`config.mk`:
```
export PLATFORM = sky130hd
export DESIGN_NAME = a25_cache_flush_ctrl
export DESIGN_NICKNAME = d
export VERILOG_FILES = /design/src/rtl/a25_cache_flush_ctrl.sv
export SDC_FILE = /design/constraint.sdc
export NUM_CORES = 1
export LEC_CHECK = 0
export CAP_MARGIN = 20
export CELL_PAD_IN_SITES_DETAIL_PLACEMENT = 2
export CELL_PAD_IN_SITES_GLOBAL_PLACEMENT = 2
export CORE_MARGIN = 2
export CORE_UTILIZATION = 32
export DETAILED_ROUTE_END_ITERATION = 6
export PLACE_DENSITY_LB_ADDON = 0.1
export SYNTH_ARGS = -nofsm -noshare
export SYNTH_HDL_FRONTEND = slang
export SYNTH_SLANG_ARGS = --single-unit
```
`constraint.sdc`:
```
create_clock -name i_clk -period 1.55 [get_ports i_clk]
set_input_delay 0.155 -clock i_clk [delete_from_list [all_inputs] [get_ports i_clk]]
set_output_delay 0.155 -clock i_clk [all_outputs]
set_load 0.1 [all_outputs]
```
`src/rtl/a25_cache_flush_ctrl.sv`:
```
// Amber 25 cache-maintenance sequencer: invalidates every tag set after reset, on CP15 flush and on cache disable.
// Optional build macro A25_FLUSH_STATS_EN adds a saturating 16-bit o_flush_count of completed walks.
module a25_cache_flush_ctrl #(
   parameter  int CACHE_LINES = 256,
   parameter  int CACHE_WAYS  = 4,
   localparam int LINE_W      = $clog2(CACHE_LINES)
) (
   input  logic                  i_clk,
   input  logic                  i_reset_n,
   input  logic                  i_cache_flush,
   input  logic                  i_cache_enable,
   output logic                  o_flush_stall,
   output logic                  o_tag_wr_en,
   output logic [LINE_W-1:0]     o_tag_wr_addr,
   output logic [CACHE_WAYS-1:0] o_tag_wr_way,
   output logic                  o_flush_done
`ifdef A25_FLUSH_STATS_EN
   ,
   output logic [15:0]           o_flush_count
`endif
);

   typedef enum logic [1:0] {
      ST_INIT,
      ST_IDLE,
      ST_WALK,
      ST_DONE
   } state_t;

   localparam logic [LINE_W-1:0] LAST_SET = LINE_W'(CACHE_LINES - 1);

   state_t              state_q, state_d;
   logic [LINE_W-1:0]   count_q, count_d;
   logic                pending_q, pending_d;
   logic                enable_q;
   logic                trigger;

   logic                stall_d;
   logic                wr_en_d;
   logic [LINE_W-1:0]   addr_d;
   logic [CACHE_WAYS-1:0] way_d;
   logic                done_d;

   // Turning the cache off must leave no stale valid bits behind, so a disable edge acts as a flush.
   assign trigger = i_cache_flush | (enable_q & ~i_cache_enable);

   // NOTE: sequential state is updated with non-blocking assignments so every flop samples pre-edge values.
   always_ff @(posedge i_clk or negedge i_reset_n) begin
      if (!i_reset_n) begin
         state_q   <= ST_INIT;
         count_q   <= '0;
         pending_q <= 1'b0;
         enable_q  <= 1'b0;
      end else begin
         state_q   <= state_d;
         count_q   <= count_d;
         pending_q <= pending_d;
         enable_q  <= i_cache_enable;
      end
   end

   // NOTE: every combinational output gets a default first, so no path through the case can infer a latch.
   always_comb begin
      state_d   = state_q;
      count_d   = count_q;
      pending_d = pending_q;
      unique case (state_q)
         ST_INIT: begin
            state_d   = ST_WALK;
            count_d   = '0;
            pending_d = trigger;
         end
         ST_IDLE: begin
            if (trigger) begin
               state_d = ST_WALK;
               count_d = '0;
            end
         end
         ST_WALK: begin
            count_d = count_q + 1'b1;
            if (count_q == LAST_SET) begin
               // A request landing on the final set folds into the re-walk instead of being dropped.
               if (pending_q || trigger) begin
                  pending_d = 1'b0;
               end else begin
                  state_d = ST_DONE;
               end
            end else begin
               pending_d = pending_q | trigger;
            end
         end
         ST_DONE: begin
            count_d = '0;
            state_d = trigger ? ST_WALK : ST_IDLE;
         end
         default: begin
            state_d = ST_INIT;
         end
      endcase
   end

   // Outputs are a registered decode of the current state, one cycle behind the state register.
   always_comb begin
      stall_d = 1'b1;
      wr_en_d = 1'b0;
      addr_d  = '0;
      way_d   = '0;
      done_d  = 1'b0;
      unique case (state_q)
         ST_IDLE: begin
            stall_d = 1'b0;
         end
         ST_WALK: begin
            wr_en_d = 1'b1;
            addr_d  = count_q;
            way_d   = '1;
         end
         ST_DONE: begin
            stall_d = 1'b0;
            done_d  = 1'b1;
         end
         default: begin
            stall_d = 1'b1;
         end
      endcase
   end

   always_ff @(posedge i_clk or negedge i_reset_n) begin
      if (!i_reset_n) begin
         o_flush_stall <= 1'b1;
         o_tag_wr_en   <= 1'b0;
         o_tag_wr_addr <= '0;
         o_tag_wr_way  <= '0;
         o_flush_done  <= 1'b0;
      end else begin
         o_flush_stall <= stall_d;
         o_tag_wr_en   <= wr_en_d;
         o_tag_wr_addr <= addr_d;
         o_tag_wr_way  <= way_d;
         o_flush_done  <= done_d;
      end
   end

`ifdef A25_FLUSH_STATS_EN
   // Count moves together with the done pulse and sticks at its maximum.
   always_ff @(posedge i_clk or negedge i_reset_n) begin
      if (!i_reset_n) begin
         o_flush_count <= '0;
      end else if (done_d && (o_flush_count != 16'hFFFF)) begin
         o_flush_count <= o_flush_count + 16'd1;
      end
   end
`endif

endmodule

```
# Word-level counts from Yosys, hierarchy flattened

Cells that the tools add are included.

Input port bits: 4
Output and inout bits: 15
Flip-flop bits (word level): 27
Word-level logic and storage cells: 44

Reduce and logical (&&, ||, !) cells: 7
Equality and inequality tests: 8
Mux-type cells: 15
Add/sub/neg operators: 1
Bitwise operators: 4

Operators by type and width:

| kind                                                 | number |
|---|---|
| one-hot mux 8 bit (3 select lines)                   | 1 |
| 2-to-1 mux 8 bit                                     | 2 |
| adder 8 x 1 -> 8 bit (second input constant)         | 1 |
| equality test 8 bit (second input constant)          | 1 |
| 2-to-1 mux 2 bit                                     | 4 |
| one-hot mux 2 bit (4 select lines)                   | 1 |
| != test 2 bit (second input constant)                | 3 |
| 2-to-1 mux 1 bit                                     | 5 |
| equality test 2 bit (second input constant)          | 2 |
| 2-to-1 mux 4 bit                                     | 1 |
| OR reduction 2 bit                                   | 2 |
| != test 3 bit (second input constant)                | 1 |
| AND reduction 3 bit                                  | 1 |
| equality test 2 x 1 -> 1 bit (second input constant) | 1 |
| logical NOT 2 bit                                    | 1 |
| bitwise OR 1 bit                                     | 2 |
| one-hot mux 1 bit (2 select lines)                   | 1 |
| AND reduction 2 bit                                  | 1 |
| nonzero test 2 bit                                   | 1 |
| AND 1 bit                                            | 1 |
| logical OR 1 bit                                     | 1 |
| inverter 1 bit                                       | 1 |

# Depth between registers and ports, before layout

Gate-level depths: netlist of run 1.

Word-level depth: 7
Gate-level depth with buffers: 6
Depth with buffers taken out: 4

# Worst setup path after synthesis of run 1

Ideal clock, no wire load.

Path kind: register to output
Start point: register o_tag_wr_way[2] (netlist name)
End point: output port o_tag_wr_way[0]
Arrival time: 1.374 ns
Data required time: 1.395 ns
Buffers on the path: 1
Stages on the path, launching flop included: 2
Setup slack: 0.021 ns
Cells stage by stage: dfrtp_1 -> buf_4

RTL lines:

| item      | RTL line | RTL |
|---|---|---|
| to (decl) | 15       | `output logic [CACHE_WAYS-1:0] o_tag_wr_way,` |

# Worst setup path in the final report of run 1

Start point: register count_q[1]
End point: register state_q[0]

Longest elaborated chain between the ends: 3

Ends and longest elaborated chain:

| item                          | RTL line | RTL |
|---|---|---|
| from (decl)                   | 33       | `logic [LINE_W-1:0] count_q, count_d;` |
| from (signal assigned)        | 56       | `count_q <= count_d;` |
| equality test 8 bit           | 81       | `if (count_q == LAST_SET) begin` |
| != test 2 bit (no line)       | n/a      |  |
| AND reduction 3 bit (no line) | n/a      |  |
| to (signal assigned)          | 55       | `state_q <= state_d;` |
| to (decl)                     | 32       | `state_t state_q, state_d;` |

Every way passes these cells.
A chain may end at the register's enable or synchronous reset.

==> results of run 1 <==
[cells in the mapped netlist (2+ instances only)]
cell type	count
a32o_1	2
and2_1	6
nor2_1	2
buf_4	6
inv_1	6
nand3_1	3
nor3_1	3
nor4_1	3
nand2b_1	2
o21ai_0	2
dfrtp_1	22
nand2_1	5
[final timing paths]
| kind | startpoint | to | slack (ns) | cells after the start |
|---|---|---|---|---|
| min reg2reg | pending_q$_DFFE_PN0P_ | state_q[0]$_DFFE_PN0P_ | 0.48 | 1 |
| min in group i_clk | i_cache_enable | enable_q$_DFF_PN0_ | 0.27 | 1 |
| max in group asynchronous | i_reset_n | o_flush_stall$_DFF_PN1_ | 1.08 | 2 |
| max reg2reg | count_q[1]$_DFFE_PN0P_ | state_q[0]$_DFFE_PN0P_ | 0.07 | 4 |
| max | count_q[1]$_DFFE_PN0P_ | state_q[0]$_DFFE_PN0P_ | 0.07 | 4 |
| min | i_reset_n | o_tag_wr_way[2]$_DFF_PN0_ | 0.19 | 2 |
[critical path: stages (launching register included)]
cell and delay, ns:
dfrtp_1 0.43, ha_2 0.24, nand4_4 0.13, or3_4 0.43
o31ai_2 0.17
[kinds of logic (layout without fill, tap and decap cells)]
family          Yosys count  after routing
mux                       2              2
compound gates           16             16
simple gates             31             31
flops                    23             23
buf+inv                  13             37
fa+ha+maj                 1              1
[metrics by stage]
step	power (uW)	instances	hold WS (ns)	cell area, um^2
3_3_place_gp	2240	136	0.449	1370
6_report	2600	143	0.186	1430
3_5_place_dp	2260	136	0.461	1370
4_1_cts	2560	140	0.192	1390
5_1_grt	2730	143	0.197	1430
2_1_floorplan	1720	86	-0.141	998
[registers in the layout (all words and copies together), names as in the netlist]
| signal | flops |
|---|---|
| pending_q | 1 |
| o_flush_stall | 1 |
| enable_q | 1 |
| o_flush_done | 1 |
| state_q | 2 |
| o_tag_wr_addr | 8 |
| count_q | 8 |
| o_tag_wr_way | 1 |
[routing by layer]
layer,vias up,global-route usage (%),routed length [um],share of wire (%)
met3,5,2.60,71,2.9
met4,0,8.57,53,2.2
li1,348,-,-,-
met2,17,23.3,1190,49
met5,-,0,0,0
met1,386,18.6,1130,46
[repair_timing]
action | 4_1_cts | 5_1_grt
endpoints found under the setup margin | 0 | 2
hold buffers | 0 | 0
setup buffers | 0 | 3
hold endpoints to repair | 0 | 0
resized for setup | 0 | 2
[cell type report]
| type | instances | area share [%] |
|---|---|---|
| Multi-Input combinational cell | 50 | 25.3 |
| Tap cell | 33 | 2.89 |
| Timing Repair Buffer | 27 | 27.9 |
| Sequential cell | 23 | 40.4 |
| Clock buffer | 3 | 1.58 |
| Inverter | 6 | 1.58 |
| Clock inverter | 1 | 0.351 |
[power breakdown]
part / total [uW] / leakage (uW) / internal [uW] / switching (uW)
Combinational: 1340 / 0.000356 / 527 / 808
Sequential: 977 / 0.000275 / 762 / 215
Clock: 288 / 0.0000177 / 97.0 / 191
Total: 2600 / 0.000649 / 1390 / 1210
==> impl_metrics.tcl, run 1 <==
set metrics [dict create \
    outcome "complete, no violations" \
    areaGrowthSynthToFinish_pct 42.9 \
    synth_mux_area_share_pct 2.13 \
    htree_levels 1 \
    multi_input_area_um2 360 \
    p_leak_uw 0.000649 \
    grt_start_max_net_pins 24 \
    drv_cap 0 \
    synthAdderAreaFrac_pct 1.25 \
    antenna_found_initial 0 \
    rsz0062_at_grt "no" \
    netlist.area_leader.share_pct 55.1 \
    overflow 0 \
    cts_buffer_depth 2 \
    placementRows 20 \
    relSlewSlack_pct 71.2 \
    synth-compound-area-share_pct 13.4 \
    grt_pass1_vias 760 \
    synth_cells 86 \
    worstPathRequired_ns 1.80 \
    initial_utilization_pct 33.3 \
    track_usage_pct 14.7 \
    final_common_cell "dfrtp_1" \
    dieWidth_um 59.9 \
    netlist_top_cells_area "dfrtp_1, buf_4, and2_1, dfstp_2, inv_1" \
    synth_edf_count 0 \
    drv_slew 0 \
    io_buffer_count 18 \
    synth_fp_nets 91 \
    fp.dieH_um 59.9 \
    clock-sinks 23 \
    p_per_area_mw_per_mm2 1820 \
    endpoint_kind "flip-flop" \
    fin_setup_tns_ns 0 \
    setup_slack_ns 0.0726 \
    worst_slew_pin_slew_ns 0.432 \
    coreArea_mm2 0.00300 \
    synth-xor-area-share_pct 0 \
    synth_cell_types 36 \
    period_share_pct 95.3 \
    drive_gt1_share_pct 32.7 \
    fin_crit_ns 1.48 \
    nets 116 \
    drt_iter0_drc 16 \
    grt_pass1_wl_mm 3.77 \
    worstPathArrival_ns 1.73 \
    cts_tree "done" \
    syn_area_um2 998 \
    ys_ff_latch 23 \
    crit_type "flip-flop to flip-flop" \
    hold_path_class "input port to asynchronous set/reset pin" \
    die_area_mm2 0.00358 \
    ys_warn_count 0 \
    cts_buffers 3 \
    synth_top_family_by_area "simple AND/OR/NAND/NOR gates" \
    finalHoldViolations 0 \
    yosysSeqAreaShare_pct 57.8 \
    max_freq_mhz 677 \
    vdd_ir_drop_max_uv 689 \
    via_per_inst 5.29 \
    dp_slack_ns 0.0519 \
    wire_per_inst_um 17.1 \
    startpoint_type "flip-flop" \
    postSynthAreaPerCell_um2 11.6 \
    detail_route.wirelength_mm 2.45 \
    finalClockSkew_ns 0.00130 \
    drt_first_pass_iters 4 \
    gp_congestion 0.790 \
    dp_hpwl_mm 1.72 \
    io_pins 19 \
    drtAntennaViolNets 0 \
    setup_viol 0 \
    final.fill_count 305 \
    crit_fanout 4 \
    dominantRegCellSynth "dfrtp_1" \
    via_count 756 \
    register_area_um2 577 \
    drc_errors 0 \
    clk_pin_slew_ns 0.13 \
    layout_common_cells "dfrtp_1, buf_12, buf_4" \
    synth_simple_gate_area_share_pct 18.2 \
    synth-async-reset-ratio_pct 100 \
    clockRootBuffer "clkbuf_4" \
    clk_latency_ns 0.32 \
    antenna_cells 0 \
    yosys.area.top_type "dfrtp_1" \
    fin_util_pct 47.5 \
]
(Power assumes the default switching activity.)
==> inputs of run 2 (changes only) <==
- CAP_MARGIN: 20 -> default
- CORE_MARGIN: 2 -> default
- CORE_UTILIZATION: 32 -> 39
- DONT_BUFFER_PORTS: default -> 1
==> run 2 against run 1 <==
Effect of this change:
- critical path depth did not move
- utilization rose by 3.1 points
- clock-buffer cell count unchanged
- sequential share of layout area grew 9.1 points
- highest routed layer is now met3
- clock skew rose by 0.0069 ns
- global-route usage rose by 6.5 points
- design area shrank 18%
- routed wire length increased by 0.74%
- critical path type unchanged
- clock power fell by 5%
==> impl_metrics.tcl, run 2 (same netlist as run 1, synthesis figures left out) <==
set metrics [dict create \
    placementRows 17 \
    outcome "complete, no violations" \
    dieWidth_um 52.6 \
    coreArea_mm2 0.00232 \
    vdd_ir_drop_max_uv 1380 \
    worstPathArrival_ns 1.72 \
    relSlewSlack_pct 31.4 \
    dpl_cell_area_mm2 0.00110 \
    gp_congestion 0.739 \
    detail_route.wirelength_mm 2.47 \
    fin_util_pct 50.6 \
    critPathBufInv 1 \
    finalHoldViolations 0 \
    via_per_inst 5.46 \
    areaGrowthSynthToFinish_pct 17.4 \
    fp.dieH_um 52.6 \
    worst-path-stages 4 \
    path_cells "buf_4, nand3_1, or2_1, a221o_1" \
    io_buffer_count 0 \
    worstPathRequired_ns 1.74 \
    period_share_pct 98.3 \
    stdcell_area_mm2 0.00117 \
    cts_tree "done" \
    track_usage_pct 21.2 \
    initial_utilization_pct 43.1 \
    max_freq_mhz 656 \
    via_count 699 \
    endpoint_kind "flip-flop" \
    hold_path_class "input port to flip-flop" \
    reg_top3 "count_q: 8 flops, o_tag_wr_addr: 8 flops, state_q: 2 flops" \
    worst_slew_pin_slew_ns 1.03 \
    clock-sinks 23 \
    htree_levels 1 \
    p_per_area_mw_per_mm2 1990 \
    final.fill_count 246 \
    crit_fanout 6 \
    drc_errors 0 \
    drv_cap 0 \
    nets 106 \
    final_common_cell "dfrtp_1" \
    fin_crit_ns 1.52 \
    die_area_mm2 0.00277 \
    overflow 0 \
    clockRootBuffer "clkbuf_4" \
    r2r_cells 4 \
    clk_pin_slew_ns 0.13 \
    wire_per_inst_um 19.3 \
    crit_type "flip-flop to flip-flop" \
    p_leak_uw 0.000543 \
    cts_buffer_depth 2 \
    drt_first_pass_iters 4 \
    drv_slew 0 \
    startpoint_type "flip-flop" \
    drtAntennaViolNets 0 \
    grt_pass1_vias 810 \
    crit_slowest_cell "dfrtp_1" \
    finalClockSkew_ns 0.00821 \
    grt_pass1_wl_mm 4.01 \
    antenna_cells 0 \
    antenna_found_initial 0 \
    io_pins 19 \
    cp_top_family "simple AND/OR/NAND/NOR gates" \
    cts_buffers 3 \
    setup_viol 0 \
    grt_start_max_net_pins 24 \
    drt_iter0_drc 6 \
    drive_gt1_share_pct 28.0 \
    hold_path_depth 2 \
    dp_hpwl_mm 1.70 \
    layout_common_cells "dfrtp_1, buf_4, inv_1, and2_1, nand2_1" \
    crit_path_max_incr_delay_ns 0.43 \
    clk_latency_ns 0.31 \
]
==> run 2: changes by cell type in the layout (fill, tap and decap cells not counted), moves of 2 or more <==
cell,change
buf_12,-14
buf_4,+5
clkdlybuf4s50_1,-3
dlygate4sd3_1,+2
==> run 2: final timing paths <==
kind / start / endpoint / slack (ns)
max reg2reg: count_q[0]$_DFFE_PN0P_ / count_q[7]$_DFFE_PN0P_ / 0.03
min in group asynchronous: i_reset_n / o_flush_done$_DFF_PN0_ / 0.46
max: count_q[0]$_DFFE_PN0P_ / count_q[7]$_DFFE_PN0P_ / 0.03
max in group asynchronous: i_reset_n / o_tag_wr_way[2]$_DFF_PN0_ / 0.36
min reg2reg: pending_q$_DFFE_PN0P_ / state_q[0]$_DFFE_PN0P_ / 0.52
min: i_cache_flush / state_q[1]$_DFFE_PN0P_ / 0.15
==> run 2: what timing repair did <==
| action | 4_1_cts | 5_1_grt |
|---|---|---|
| buffers inserted | 0 | 2 |
| endpoints found under the hold margin | 24 | 0 |
| hold buffers | 2 | 0 |
| setup endpoints to repair | 0 | 2 |
| resized for setup | 0 | 2 |
==> run 2: layer usage <==
layer	track usage, %	up-vias	part of all wire [%]
li1	-	325	-
met1	29.1	363	49
met2	34.4	11	49
met3	2.61	0	2.4
met4	7.02	0	0
met5	0	-	0
==> run 2: metrics by stage <==
step	worst slack, ns	TNS [ns]	total power, uW	std cells	hold slack (ns)
3_3_place_gp	0.117	0	1950	120	-0.140
5_1_grt	-0.0259	-0.0259	2440	128	0.164
2_1_floorplan	0.0212	0	1720	86	-0.141
3_5_place_dp	0.0328	0	2000	120	-0.140
4_1_cts	0.00648	0	2290	126	0.120
6_report	0.0267	0	2330	128	0.147
==> run 2: worst reg2reg max path: stages (launching register included) <==
cell and delay, ns:
dfrtp_1 0.43, buf_4 0.15, nand3_1 0.22, or2_1 0.31, a221o_1 0.31
==> run 2: cell type report <==
class	instances	area, um^2	share of cell area, %
clock buffer	3	22.5	1.92
tap	28	35.0	2.99
timing repair buffer	17	145	12.4
inverter	6	22.5	1.92
sequential	23	581	49.5
clock inverter	1	5.00	0.427
multi-input combinational	50	362	30.8
==> run 2: where the power goes <==
part	total [uW]	switching, uW	internal (uW)
registers	908	148	760
logic	1150	828	318
clock network	275	179	96.3
==> inputs of run 3 (changes only) <==
- CORE_UTILIZATION: 39 -> 35
- HOLD_SLACK_MARGIN: default -> 0.08
- clock period: 1.55 -> 1.85 ns (I/O delays scaled with it)
==> run 3 against run 2 <==
Effect of this change:
- clock-buffer cell count grew 1
- routed wire length shrank 8.2%
- register-to-register slack gained 0.29 ns
==> impl_metrics.tcl, run 3 (same netlist as run 1, synthesis figures left out) <==
set metrics [dict create \
    crit_slowest_cell "dfrtp_1" \
    worstPathArrival_ns 1.76 \
    postCtsSetupBuffers 0 \
    drv_cap 0 \
    cts_resized 0 \
    final_common_cell "dfrtp_1" \
    timing.hold.ws_ns 0.160 \
    r2r_end "state_q[0]$_DFFE_PN0P_" \
    antenna_found_initial 0 \
    outcome "complete, no violations" \
    stdcell_area_mm2 0.00113 \
    period_share_pct 82.7 \
    crit_path_max_incr_delay_ns 0.43 \
    wire_per_inst_um 17.8 \
    placementRows 19 \
    max_freq_mhz 653 \
    grt_pass1_vias 708 \
    hold_end "state_q[0]$_DFFE_PN0P_" \
    track_usage_pct 16.0 \
    rsz0062_at_grt "no" \
    grt_pass1_wl_mm 3.73 \
    areaGrowthSynthToFinish_pct 13.4 \
    coreArea_mm2 0.00273 \
    endpoint_kind "flip-flop" \
    finalHoldViolations 0 \
    gp_congestion 0.718 \
    vdd_ir_drop_max_uv 1110 \
    detail_route.wirelength_mm 2.26 \
    die_area_mm2 0.00307 \
    path_cells "ha_1, nand4_2, or3_4, o31ai_2" \
    cts_hold_buffers 2 \
    reg_top3 "count_q: 8 flops, o_tag_wr_addr: 8 flops, state_q: 2 flops" \
    worstPathRequired_ns 2.08 \
    antenna_cells 0 \
    cts_buffer_depth 2 \
    cts_buffers 3 \
    critPathBufInv 0 \
    io_pins 19 \
    fin_util_pct 41.4 \
    grt_start_max_net_pins 24 \
    dp_hpwl_mm 1.57 \
    via_per_inst 5.43 \
    via_count 689 \
    min_from "i_cache_flush" \
    worst_slew_pin_slew_ns 1.05 \
    hold_path_class "input port to flip-flop" \
    io_buffer_count 0 \
    dpl_cell_area_mm2 0.00109 \
    drt_first_pass_iters 2 \
    rr_startpoint "count_q[1]$_DFFE_PN0P_" \
    finalClockSkew_ns 0.0137 \
    crit_type "flip-flop to flip-flop" \
    p_leak_uw 0.000521 \
    cts_tree "done" \
    drive_gt1_share_pct 22.9 \
    final.fill_count 296 \
    overflow 0 \
    initial_utilization_pct 36.5 \
    clk_latency_ns 0.32 \
    hold_path_depth 3 \
    rrSetupSlack_ns 0.32 \
    r2r_cells 4 \
    p_per_area_mw_per_mm2 1670 \
    crit_fanout 4 \
    layout_common_cells "dfrtp_1, buf_4, inv_1, and2_1, nand2_1" \
    startpoint_type "flip-flop" \
    fp.dieH_um 55.4 \
    drc_errors 0 \
    clock-sinks 23 \
    fin_setup_tns_ns 0 \
    dieWidth_um 55.4 \
    fin_crit_ns 1.53 \
    drtAntennaViolNets 0 \
    clk_pin_slew_ns 0.14 \
    drt_iter0_drc 1 \
    drv_slew 0 \
    nets 102 \
    cp_top_family "simple AND/OR/NAND/NOR gates" \
    relSlewSlack_pct 29.4 \
    clockRootBuffer "clkbuf_4" \
    setup_viol 0 \
    htree_levels 1 \
    fin_total_pwr_uw 1890 \
]
[run 3: through the flow]
| stage | cells | setup slack (ns) |
|---|---|---|
| after floorplan | 86 | 0.291 |
| after global placement | 121 | 0.412 |
| after detailed placement | 121 | 0.337 |
| after CTS | 127 | 0.294 |
| after global routing | 127 | 0.250 |
| final | 127 | 0.319 |
[run 3: power breakdown]
part,switching (uW),internal [uW],leakage [uW]
clock network,158,84.3,0.0000150
registers,129,637,0.000275
logic,656,222,0.000231
total,943,943,0.000521
[run 3: cell type report]
cell class                      instances  area [um^2]  share of cell area, %
Sequential cell                        23          581                   51.3
Multi-Input combinational cell         50          349                   30.8
Timing Repair Buffer                   13          115                   10.2
Tap cell                               31         38.8                   3.43
Clock buffer                            4         26.3                   2.32
Inverter                                6         22.5                   1.99
[run 3: how the worst max path moves through the flow]
stage,startpoint,to,slack [ns],cells after the start
2_1_floorplan,o_tag_wr_way[2]$_DFF_PN0_,o_tag_wr_way[0],0.29,1
3_5_place_dp,count_q[1]$_DFFE_PN0P_,state_q[0]$_DFFE_PN0P_,0.34,4
6_report,count_q[1]$_DFFE_PN0P_,state_q[0]$_DFFE_PN0P_,0.32,4
5_1_grt,count_q[1]$_DFFE_PN0P_,state_q[0]$_DFFE_PN0P_,0.25,4
3_3_place_gp,count_q[0]$_DFFE_PN0P_,state_q[0]$_DFFE_PN0P_,0.41,4
4_1_cts,count_q[1]$_DFFE_PN0P_,state_q[0]$_DFFE_PN0P_,0.29,4
[run 3: metal layers]
layer | up-vias | wire, um | GRT usage, % | share of wire [%]
li1 | 317 | - | - | -
met1 | 356 | 1120 | 22.4 | 49
met2 | 14 | 1060 | 24.3 | 47
met3 | 2 | 67 | 3.04 | 3.0
met4 | 0 | 19 | 6.79 | 0.84
met5 | - | 0 | 0 | 0
[run 3: worst register-to-register path, stage by stage, from the launching register on]
cell and delay, ns:
dfrtp_1 0.43, ha_1 0.25, nand4_2 0.17, or3_4 0.43, o31ai_2 0.17
